--- src/rtl/fifo_pop_ctrl.sv ---
// Read-side controller for a FIFO whose memory lives outside this block.
// Tracks occupancy, drives the read address, checks even parity on each
// word as it is popped and presents the payload through a registered
// valid/ready output stage. A push is the writer's notice that it has
// already stored a word in the memory at that edge.
module fifo_pop_ctrl #(
  parameter int FIFO_DEPTH = 4,
  parameter int DATA_WIDTH = 17,
  parameter int ADDR_WIDTH = $clog2(FIFO_DEPTH)
) (
  input  logic                  clk,
  input  logic                  rst_n,
  input  logic                  push,
  output logic [ADDR_WIDTH-1:0] rd_addr,
  input  logic [DATA_WIDTH-1:0] pop_data_in,
  output logic [ADDR_WIDTH:0]   count,
  output logic                  empty,
  output logic                  full,
  output logic [DATA_WIDTH-2:0] out_data,
  output logic                  out_valid,
  input  logic                  out_ready,
  output logic                  out_par_err,
  output logic [7:0]            err_cnt,
  output logic                  ovf
);

  localparam logic [ADDR_WIDTH:0]   DEPTH_C   = (ADDR_WIDTH + 1)'(FIFO_DEPTH);
  localparam logic [ADDR_WIDTH:0]   CNT_ONE   = (ADDR_WIDTH + 1)'(1);
  localparam logic [ADDR_WIDTH-1:0] LAST_ADDR = ADDR_WIDTH'(FIFO_DEPTH - 1);
  localparam logic [ADDR_WIDTH-1:0] ADDR_ONE  = ADDR_WIDTH'(1);

  // Even parity over the whole stored word: any odd number of ones is an error.
  function automatic logic parity_bad(input logic [DATA_WIDTH-1:0] word);
    return ^word;
  endfunction

  // Saturating 8-bit increment for the error counter.
  function automatic logic [7:0] sat_inc8(input logic [7:0] val);
    return (val == 8'hFF) ? val : val + 8'd1;
  endfunction

  logic pop;
  logic push_ok;
  logic word_bad;

  assign empty    = (count == '0);
  assign full     = (count == DEPTH_C);
  // Pop whenever there is a stored word and the output stage is free or
  // is being emptied at this very edge, giving one word per cycle.
  assign pop      = !empty && (!out_valid || out_ready);
  // A push into a full FIFO only lands if a pop frees a slot at the same edge.
  assign push_ok  = push && (!full || pop);
  assign word_bad = parity_bad(pop_data_in);

  // Occupancy: +1 on accepted push, -1 on pop, unchanged on both or neither.
  always_ff @(posedge clk or negedge rst_n) begin
    if (!rst_n) begin
      count <= '0;
    end else begin
      case ({push_ok, pop})
        2'b10:   count <= count + CNT_ONE;
        2'b01:   count <= count - CNT_ONE;
        default: count <= count;
      endcase
    end
  end

  // Read pointer advances on each pop and wraps for non-power-of-2 depths.
  always_ff @(posedge clk or negedge rst_n) begin
    if (!rst_n) begin
      rd_addr <= '0;
    end else if (pop) begin
      rd_addr <= (rd_addr == LAST_ADDR) ? '0 : rd_addr + ADDR_ONE;
    end
  end

  // Output register: load on pop, drop valid after a transfer with no refill.
  always_ff @(posedge clk or negedge rst_n) begin
    if (!rst_n) begin
      out_data    <= '0;
      out_par_err <= 1'b0;
      out_valid   <= 1'b0;
    end else if (pop) begin
      out_data    <= pop_data_in[DATA_WIDTH-2:0];
      out_par_err <= word_bad;
      out_valid   <= 1'b1;
    end else if (out_ready) begin
      out_valid   <= 1'b0;
    end
  end

  // Parity error tally, counted at pop time, saturating at 255.
  always_ff @(posedge clk or negedge rst_n) begin
    if (!rst_n) begin
      err_cnt <= 8'd0;
    end else if (pop && word_bad) begin
      err_cnt <= sat_inc8(err_cnt);
    end
  end

  // Sticky overflow flag: a push was dropped because no slot was free.
  always_ff @(posedge clk or negedge rst_n) begin
    if (!rst_n) begin
      ovf <= 1'b0;
    end else if (push && full && !pop) begin
      ovf <= 1'b1;
    end
  end

endmodule

--- config.mk ---
export PLATFORM = sky130hd
export DESIGN_NAME = fifo_pop_ctrl
export DESIGN_NICKNAME = d
export VERILOG_FILES = /design/src/rtl/fifo_pop_ctrl.sv
export SDC_FILE = /design/constraint.sdc
export NUM_CORES = 1
export LEC_CHECK = 0
export BUFFER_PORTS_ARGS = -buffer_cell sky130_fd_sc_hd__buf_2
export CAP_MARGIN = 20
export CORE_ASPECT_RATIO = 1.1
export CORE_MARGIN = 5
export CORE_UTILIZATION = 35
export CTS_BUF_LIST = sky130_fd_sc_hd__clkbuf_16
export DETAILED_ROUTE_END_ITERATION = 7
export GPL_TIMING_DRIVEN = 0
export SYNTH_ARGS = -nofsm -noshare
export SYNTH_HDL_FRONTEND = slang
export SYNTH_SLANG_ARGS = --single-unit
export TNS_END_PERCENT = 30
--- constraint.sdc ---
create_clock -name clk -period 5.1 [get_ports clk]
set_clock_uncertainty 0.15 [all_clocks]
set_input_delay 0.51 -clock clk [delete_from_list [all_inputs] [get_ports clk]]
set_output_delay 0.51 -clock clk [all_outputs]
set_load 0.005 [all_outputs]
; Word-level counts from Yosys, hierarchy flattened
; Cells that the tools add are included.
[op_classes]
bitwise_logic = 1
n_mux = 4
eq_ne = 5
reduce_logical = 16
n_addsub = 4
[op_table]
columns = cell, count
row1 = parity 17 bit, 1
row2 = adder 8 x 1 -> 8 bit (second input constant), 1
row3 = == test 8 bit (second input constant), 1
row4 = one-hot mux 3 bit (2 select lines), 1
row5 = logical AND 1 bit, 5
row6 = == test 2 bit (second input constant), 2
row7 = logical NOT 1 bit, 4
row8 = nonzero test 2 bit, 2
row9 = adder 3 x 1 -> 3 bit (second input constant), 1
row10 = == test 3 bit (second input constant), 1
row11 = logical NOT 3 bit, 1
row12 = subtractor 3 x 1 -> 3 bit (second input constant), 1
row13 = adder 2 x 1 -> 2 bit (second input constant), 1
row14 = == test 2 x 1 -> 1 bit (second input constant), 1
row15 = logical OR 1 bit, 2
row16 = two-way mux 1 bit, 2
row17 = two-way mux 2 bit, 1
row18 = AND reduction 2 bit, 1
row19 = inverter 1 bit, 1
[word_totals]
inputBits = 21
wordCells = 37
out_inout_bits = 34
ff_bits = 32

; Depth between registers and ports, before layout
; Gate-level depths: netlist of the first run.
[depth]
ltp_word = 7
ltp_mapped = 6
depth_no_buf = 6

; Least setup slack after synthesis of the first run
; No wires, ideal clock.
[synth_path]
path_type = input to register
start = in pop_data_in[9]
end = reg err_cnt[1]
t_arrival_ns = 1.893
path_slack_ns = 2.930
cell_stages = 6
setup_time_ns = 0.128
path_buffers = 1
required_ns = 4.822
cell_sequence = xnor2_1 -> xnor2_2 -> xnor3_1 -> buf_6 -> mux2i_2 -> mux2_1
[synth_between]
elab_chain_cells = 3
[synth_rtl]
columns = item, line_no
row1 = from (decl), 15  ; input logic [DATA_WIDTH-1:0] pop_data_in,
row2 = parity 17 bit, 34  ; return ^word;
row3 = logical AND 1 bit, 96  ; end else if (pop && word_bad) begin
row4 = AND reduction 2 bit (no source line), --
row5 = to (signal assigned), 97  ; err_cnt <= sat_inc8(err_cnt);
row6 = to (decl), 23  ; output logic [7:0] err_cnt,
; No other way between the ends.
; A chain may end at the register's enable or synchronous reset.

; Worst setup path after layout of the first run
[layout_path]
start = reg out_valid
end = reg err_cnt[3]
[layout_between]
elab_chain_cells = 5
[layout_rtl]
columns = item, line_no
row1 = from (decl), 20  ; output logic out_valid,
row2 = from (signal assigned), 82  ; out_valid <= 1'b0;
row3 = from (signal assigned), 86  ; out_valid <= 1'b1;
row4 = from (signal assigned), 88  ; out_valid <= 1'b0;
row5 = logical NOT 1 bit, 50  ; assign pop = !empty && (!out_valid || out_ready);
row6 = logical OR 1 bit, 50
row7 = logical AND 1 bit, 50
row8 = logical AND 1 bit, 96
row9 = AND reduction 2 bit (no source line), --
; No other way between the ends.

==> impl_metrics.toml, run 1 <==
[run_status]
status = "completed"

[sta]
holdWs_ps = 143.5
fin_crit_sh_pct = 42.18
relSlewSlack_pct = 51.28
tns_ps = 0
max_slew.worst_pin.slew_ps = 730.7
hold_violations = 0
rsz0062_at_grt = "false"
final-setup-viol-count = 0
slew_viol_final = 0
layout_setup_ws_ps = 2949
period_needed_ps = 2151
max_clock_freq_mhz = 464.9

[logic_synthesis]
synth-edff-count = 0
ys_warn_count = 0
ys_types = 33
syn-num-nets = 193
yosys_most_used_dff = "dfrtp_1"
ys_seq_area_share_pct = 47.65
synth_seq_cells = 32
syn_area_per_cell_sq_um = 9.943
syn_area_sq_um = 1680
async_flop_share_pct = 100.0
synthCells = 169

[clock_tree]
post_cts.repair.setup_buffers = 0
clkSlewWorstSetupHoldPaths_ps = 50
clockBufferDepth = 2
cts-root-buf = "clkbuf_16"
ctsResizeCount = 0
cts_buffers = 5
hold_buffers = 0
insertion_delay_ps = 270
cts_tree = "built"
clock_sinks = 32
htree_levels = 2

[worst_setup_path]
crit_required_ps = 5150
worstReg2RegEnd = "err_cnt[3]"
crit_path_end_kind = "flip-flop"
critPathKind = "reg -> reg"
crit_path_max_fanout = 10
r2r_slack_ps = 2950
reg2regPathDepth = 6
crit_arrival_ps = 2200
r2r_start = "out_valid"
start_kind = "flip-flop"

[pwr]
p_leak_nw = 1.144
powerDensity_nw_per_um2 = 563.7
vdd_ir_drop_max_v = 0.0002002

[floorplan]
io_pins = 55
start_util_pct = 36.12
die_w_um = 76.07
num_rows = 26
fp.dieArea_sq_um = 6288
core_region_area_sq_um = 4652
dieHeight_um = 82.67

[place]
gp_congestion = 0.7536
dp_slack_ps = 2665
portBuffers = 54
hpwlAfterDp_um = 2829

[global_route]
grt_pass1_wl_um = 6658
grtUsageMet3_pct = 5.857
grt_use_total_pct = 13.47
globalRoute.totalOverflow = 0
met1_usage_pct = 15.36
grt_pass1_vias = 1429
grt_max_degree = 33
top_usage_layer = "met2"
use_met2_pct = 22.26
antenna_found_initial = 0

[route]
ant_nets = 0
dr.pass1.iters = 4
via_per_inst = 4.752
drt_iter0_drc = 71
wl_per_cell_um = 13.24
drc_errors = 0
wl_um = 3787
vias = 1359

[finish]
multi_input_area_sq_um = 840.8
layout_common_cells = "nand2_1 (58), buf_2 (55), dfrtp_1 (32)"
drive_above_1_share_pct = 29.13
register_area_sq_um = 800.8
areaGrowthSynthToFinish_pct = 28.22
nFillCells = 469
layout_commonest_cell = "nand2_1"
fin_nets = 254
diodes = 0

[min_path]
hp-class = "in -> async"

[job]
maxCapViolations = 0
==> synthesized netlist by cell type (2+ instances only) <==
cell type	count	area, sq um
xor2_1	7	61.31
mux2i_1	9	90.09
nand2b_1	2	12.51
nand2_1	58	217.7
inv_1	3	11.26
nand4_1	4	25.02
clkbuf_1	3	11.26
nor2_1	2	7.510
nand3_1	9	45.04
nor3_1	2	10.01
xnor2_1	11	96.34
dfrtp_1	32	800.8
mux2_1	2	22.52
xnor3_1	2	45.04
ha_1	2	25.02
and3_1	4	25.02
==> how the worst max path moves through the flow <==
stage | start | to | cells past startpoint
CTS | pop_data_in[9] | err_cnt[1] | 7
global placement | pop_data_in[15] | err_cnt[1] | 7
finish | out_valid | err_cnt[3] | 6
global route | out_valid | err_cnt[3] | 6
floorplan | pop_data_in[9] | err_cnt[1] | 6
detailed placement | pop_data_in[9] | err_cnt[1] | 7
==> critical path, stage by stage (launching register included) <==
cell and delay (ps):
dfrtp_1 370, nor2b_1 200, nor2_1 470, clkbuf_1 400, nand4_1 140, mux2i_1 180, xor2_1 150
==> through the flow <==
step / cell area, sq um / cells / power (W) / utilization (%)
final: 2155 / 286 / 0.001214 / 46.32
after detailed placement: 2021 / 279 / 0.0009516 / 43.44
after floorplan: 1680 / 169 / 0.0007449 / -
after CTS: 2155 / 286 / 0.001234 / 46.32
after global routing: 2155 / 286 / 0.001323 / 46.32
after global placement: 2021 / 279 / 0.0009342 / 43.44
==> flip-flops by register name, summed over array words and instances, names as in the netlist <==
signal,cells
out_data,16
out_valid,1
rd_addr,2
count,3
ovf,1
out_par_err,1
err_cnt,8
==> routing by layer <==
layer  wire, um  part of all wire (%)
met4         63                   1.7
met5          0                     0
met1       1749                    46
met2       1698                    45
met3        275                   7.3
==> area by class of cell <==
type	count	share of cell area, %
flip-flops and latches	32	37.17
well taps	56	3.252
clock inverters	2	0.4065
repair buffers	54	12.54
multi-input cells	129	39.02
plain buffers	5	1.278
inverters	3	0.5226
clock buffers	5	5.807
==> report_power, final <==
part | switching [W] | internal, W
Clock | 0.000102 | 0.000175
Sequential | 0.0000785 | 0.000365
Combinational | 0.000260 | 0.000234
==> cell families (layout without fill, tap and decap cells) <==
| logic type | Yosys count | count (layout) | synth area share [%] |
|---|---|---|---|
| multiplexers | 12 | 12 | 7.520 |
| AND/OR/NAND/NOR | 88 | 88 | 23.68 |
| adder cells (fa/ha/maj) | 3 | 3 | 2.680 |
| XOR/XNOR | 22 | 22 | 14.45 |
| buffers and inverters | 8 | 69 | 2.308 |
| flip-flops | 32 | 32 | 47.65 |
| AO/OA/AOI/OAI | 4 | 4 | 1.713 |
Note: power is estimated with default switching activity, not from simulation.
==> inputs of run 2 (changes only) <==
==> constraint.sdc (replaced) <==
create_clock -name clk -period 2.13 [get_ports clk]
set_clock_uncertainty 0.15 [all_clocks]
set_input_delay 0.213 -clock clk [delete_from_list [all_inputs] [get_ports clk]]
set_output_delay 0.213 -clock clk [all_outputs]
set_load 0.005 [all_outputs]
==> run 2 against run 1 <==
Effect of this change: clock power grew 140%; cell count rose by 0.70%; sequential power is 140% higher; setup slack got worse by 2800 ps; via count rose by 1.0%; critical path depth unchanged.
==> impl_metrics.toml, run 2 (synthesized netlist as in run 1, its figures left out) <==
[route]
drc_errors = 0
wl_um = 3877
ant_nets = 0
vias = 1373
via_per_inst = 4.767
drt_iter0_drc = 63
wl_per_cell_um = 13.46
dr.pass1.iters = 4

[worst_setup_path]
crit_required_ps = 2130
r2r_start = "err_cnt[0]"
start_kind = "flip-flop"
crit_path_max_fanout = 6
critPathKind = "reg -> reg"
reg2regPathDepth = 6
cp-startpoint = "err_cnt[0]"
crit_path_end_kind = "flip-flop"
crit_arrival_ps = 1980

[sta]
slew_viol_final = 0
relSlewSlack_pct = 50.86
rsz0062_at_grt = "false"
fin_crit_sh_pct = 92.70
max_clock_freq_mhz = 506.4
final-setup-viol-count = 0
period_needed_ps = 1975
hold_violations = 0
tns_ps = 0
max_slew.worst_pin.slew_ps = 737.0

[global_route]
antenna_found_initial = 0
grt_use_total_pct = 13.54
globalRoute.totalOverflow = 0
use_met2_pct = 22.35
top_usage_layer = "met2"
grt_pass1_vias = 1448
grt_max_degree = 33
grt_pass1_wl_um = 6699
met1_usage_pct = 15.49
grtUsageMet3_pct = 5.857

[min_path]
hold_path.startpoint = "pop_data_in[14]"
worstHoldPathCells = 3
hp-class = "in -> reg"

[floorplan]
core_region_area_sq_um = 4652
fp.dieArea_sq_um = 6288
die_w_um = 76.07
start_util_pct = 36.12
num_rows = 26
io_pins = 55
dieHeight_um = 82.67

[clock_tree]
cts-root-buf = "clkbuf_16"
clockBufferDepth = 2
post_cts.repair.setup_buffers = 0
cts_buffers = 5
insertion_delay_ps = 270
clock_sinks = 32
cts_tree = "built"
clkSlewWorstSetupHoldPaths_ps = 50
htree_levels = 2

[pwr]
p_comb_share_pct = 41.0
powerDensity_nw_per_um2 = 1335
clkPwrFrac_pct = 22.4
p_sw_share_pct = 36.56
vdd_ir_drop_max_v = 0.0005079
p_leak_nw = 1.157
p_seq_share_pct = 36.6
p_switching_w = 0.001076
p_int_w = 0.001867

[finish]
fin_cells = 288
drive_above_1_share_pct = 31.90
diodes = 0
largest_register_ffs = 16
layout_common_cells = "nand2_1 (58), buf_2 (55), dfrtp_1 (32)"
regMostFlops = "out_data"
layout_commonest_cell = "nand2_1"
fin_nets = 256
areaGrowthSynthToFinish_pct = 31.20
reg_top3 = "out_data x16, err_cnt x8, count x3"
nFillCells = 470

[place]
portBuffers = 54
hpwlAfterDp_um = 2829
dp.cells = 279
gp_congestion = 0.7536

[job]
maxCapViolations = 0

[run_status]
status = "completed"
[run 2: repair_timing]
action                                 CTS  global route
setup endpoints to repair                2            15
gates resized for setup                  1             8
hold buffers                             2             0
endpoints found under the hold margin   33             0
gates cloned                             0             0
[run 2: final timing paths]
path                            slack (ps)           end
worst max register to register         160    err_cnt[1]
worst min-delay path                     6  out_data[14]
min in group asynchronous              390   out_data[4]
max in group asynchronous              970    err_cnt[2]
worst max-delay path                   160    err_cnt[1]
worst min register to register         310  out_data[11]
[run 2: power by group through the flow]
stage	registers (W)	logic, W	clock network (W)
6_report	0.00108	0.00121	0.000660
5_1_grt	0.00112	0.00137	0.000717
4_1_cts	0.00106	0.00121	0.000682
3_5_place_dp	0.00107	0.00120	0
3_3_place_gp	0.00107	0.00117	0
2_1_floorplan	0.00108	0.000699	0
[run 2: critical path, cell delays in order (launching register included)]
cell and delay, ps:
dfrtp_1 420, ha_2 220, and3_2 250, nand3_2 140
nand3_1 100, mux2i_2 220, mux2_1 340
[run 2: layer usage]
layer	share of wire (%)	vias up
met1	45	642
met3	7.2	5
met2	46	42
met4	1.7	0
met5	0	-
li1	-	684
[run 2: final cells by class]
type | instances | area [sq um] | area share (%)
flip-flops and latches | 32 | 800.8 | 36.32
repair buffers | 56 | 290.3 | 13.17
clock buffers | 5 | 125.1 | 5.675
clock inverters | 2 | 8.758 | 0.3973
inverters | 3 | 11.26 | 0.5108
multi-input cells | 129 | 869.6 | 39.44
well taps | 56 | 70.07 | 3.178
plain buffers | 5 | 28.78 | 1.305
[run 2: per-stage QoR]
step | cell area [sq um] | util, % | total power (W) | hold WS, ps | setup WS, ps
after floorplan | 1680 | - | 0.001784 | -232.6 | 168.5
after global routing | 2205 | 47.39 | 0.003208 | 16.09 | 7.125
final | 2205 | 47.39 | 0.002943 | 6.489 | 155.4
after global placement | 2021 | 43.44 | 0.002237 | 170.7 | 0.6930
after CTS | 2177 | 46.80 | 0.002960 | 2.071 | 16.36
after detailed placement | 2021 | 43.44 | 0.002279 | 179.4 | -7.914
==> inputs of run 3 (changes only) <==
--- a/config.mk
+++ b/config.mk
@@ -6,7 +6,7 @@
 export NUM_CORES = 1
 export LEC_CHECK = 0
 export BUFFER_PORTS_ARGS = -buffer_cell sky130_fd_sc_hd__buf_2
-export CAP_MARGIN = 20
+export CAP_MARGIN = 0
 export CORE_ASPECT_RATIO = 1.1
 export CORE_MARGIN = 5
 export CORE_UTILIZATION = 35
==> constraint.sdc (replaced) <==
create_clock -name clk -period 2.13 [get_ports clk]
set_clock_uncertainty 0.15 [all_clocks]
set_input_delay 0.3195 -clock clk [delete_from_list [all_inputs] [get_ports clk]]
set_output_delay 0.3195 -clock clk [all_outputs]
set_load 0.005 [all_outputs]
==> run 3 against run 2 <==
Effect of this change: sequential share of layout area rose by 0.17 points; clock power hardly changed; wire length fell by 0.36%; global-route usage down 0.070 points; core utilization decreased by 0.22 points; setup slack better by 0.59 ps; critical path depth shrank 1; flip-flop and latch count unchanged; cell count is 0.35% lower; sequential power about the same.
==> impl_metrics.toml, run 3 (synthesized netlist as in run 1, its figures left out) <==
[worst_setup_path]
crit_path_max_fanout = 7
worst-path-buf-inv = 0
crit_required_ps = 2180
crit_path_top_delay_cell = "fa_1"
crit_path_end_kind = "flip-flop"
critPathKind = "reg -> reg"
r2r_slack_ps = 160
crit_arrival_ps = 2020
critPathTopFamily = "simple AND/OR/NAND/NOR gates"
path_cells = "nor2b_1, or3_1, fa_1, mux2i_1, xor2_1"
start_kind = "flip-flop"
max_stage_delay_ps = 410

[finish]
diodes = 0
regMostFlops = "out_data"
layout_commonest_cell = "nand2_1"
reg_top3 = "out_data x16, err_cnt x8, count x3"
areaGrowthSynthToFinish_pct = 30.60
fin_nets = 255
layout_common_cells = "nand2_1 (58), buf_2 (55), dfrtp_1 (32)"
fin_util_pct = 47.18
drive_above_1_share_pct = 32.03
fin_cells = 287
finalInstanceArea_sq_um = 2195
largest_register_ffs = 16

[floorplan]
io_pins = 55
core_region_area_sq_um = 4652
die_w_um = 76.07
start_util_pct = 36.12
dieHeight_um = 82.67
fp.dieArea_sq_um = 6288
num_rows = 26

[sta]
slew_viol_final = 0
rsz0062_at_grt = "false"
period_needed_ps = 1974
max_slew.worst_pin.slew_ps = 734.2
max_clock_freq_mhz = 506.6
fin_crit_sh_pct = 92.67
final-setup-viol-count = 0
holdWs_ps = 112.7
hold_violations = 0
relSlewSlack_pct = 51.05

[pwr]
p_int_w = 0.001866
vdd_ir_drop_max_v = 0.0005080
powerDensity_nw_per_um2 = 1341
p_sw_share_pct = 36.60
p_comb_share_pct = 40.9
p_switching_w = 0.001077
p_seq_share_pct = 36.6
total_power_w = 0.002943
p_leak_nw = 1.153
clkPwrFrac_pct = 22.5

[route]
dr.pass1.iters = 4
drc_errors = 0
drt_iter0_drc = 72
via_per_inst = 4.780
ant_nets = 0
wl_um = 3863
vias = 1372
wl_per_cell_um = 13.46

[clock_tree]
htree_levels = 2
clockBufferDepth = 2
cts-root-buf = "clkbuf_16"
cts_buffers = 5
clock_sinks = 32
insertion_delay_ps = 270
clkSlewWorstSetupHoldPaths_ps = 50
cts_tree = "built"

[place]
portBuffers = 54
hpwlAfterDp_um = 2829
dpl_cell_area_sq_um = 2021
dp.cells = 279
gp_congestion = 0.7536

[global_route]
grt_pass1_vias = 1437
grt_use_total_pct = 13.47
antenna_found_initial = 0
grt_max_degree = 33
globalRoute.totalOverflow = 0
grt_pass1_wl_um = 6658

[run_status]
status = "completed"

[min_path]
hp-class = "in -> reg"

[job]
maxCapViolations = 0
## run 3: path summary, 6_finish.rpt
kind                                start      endpoint  depth (start not counted)
min in group asynchronous           rst_n   out_data[4]                          2
max in group asynchronous           rst_n   out_data[8]                          2
hold / removal             pop_data_in[5]   out_data[5]                          3
setup / recovery                out_valid      count[2]                          5
setup reg to reg                out_valid      count[2]                          5
hold reg to reg              out_data[11]  out_data[11]                          2
## run 3: worst reg2reg max path, cell delays in order, from the launching register on
cell	delay [ps]
dfrtp_1	370
nor2b_1	210
or3_1	400
fa_1	410
mux2i_1	190
xor2_1	160
## run 3: layout make-up
class / count / area (sq um)
repair buffers: 55 / 280.3
clock inverters: 2 / 8.758
fillers: 468 / 2457
plain buffers: 5 / 28.78
clock buffers: 5 / 125.1
flip-flops and latches: 32 / 800.8
well taps: 56 / 70.07
multi-input cells: 129 / 869.6
inverters: 3 / 11.26
## run 3: metrics by stage
step / setup TNS (ps) / worst slack [ps]
2_1_floorplan: 0 / 150.3
3_3_place_gp: -145.1 / -105.8
3_5_place_dp: -146.5 / -114.4
4_1_cts: 0 / 16.36
5_1_grt: 0 / 7.125
6_report: 0 / 156.0
## run 3: power groups by stage
stage / registers, W / logic, W / clock network (W)
after detailed placement: 0.00107 / 0.00120 / 0
after CTS: 0.00106 / 0.00121 / 0.000682
after global placement: 0.00107 / 0.00117 / 0
after global routing: 0.00112 / 0.00137 / 0.000717
final: 0.00108 / 0.00120 / 0.000661
after floorplan: 0.00108 / 0.000699 / 0
## run 3: what timing repair did
action,in CTS,in global routing
endpoints found under the hold margin,32,0
pin swaps,0,0
gates resized for setup,1,8
buffers inserted,0,0
setup endpoints to repair,2,15
hold buffers,1,0
## run 3: layer usage
metal / wire, um / track usage [%] / share of wire, % / up-vias
met5: 0 / 0 / 0 / -
met4: 64 / 5.769 / 1.7 / 0
met3: 280 / 5.857 / 7.2 / 5
met2: 1776 / 22.17 / 46 / 44
met1: 1742 / 15.43 / 45 / 640
li1: - / - / - / 683
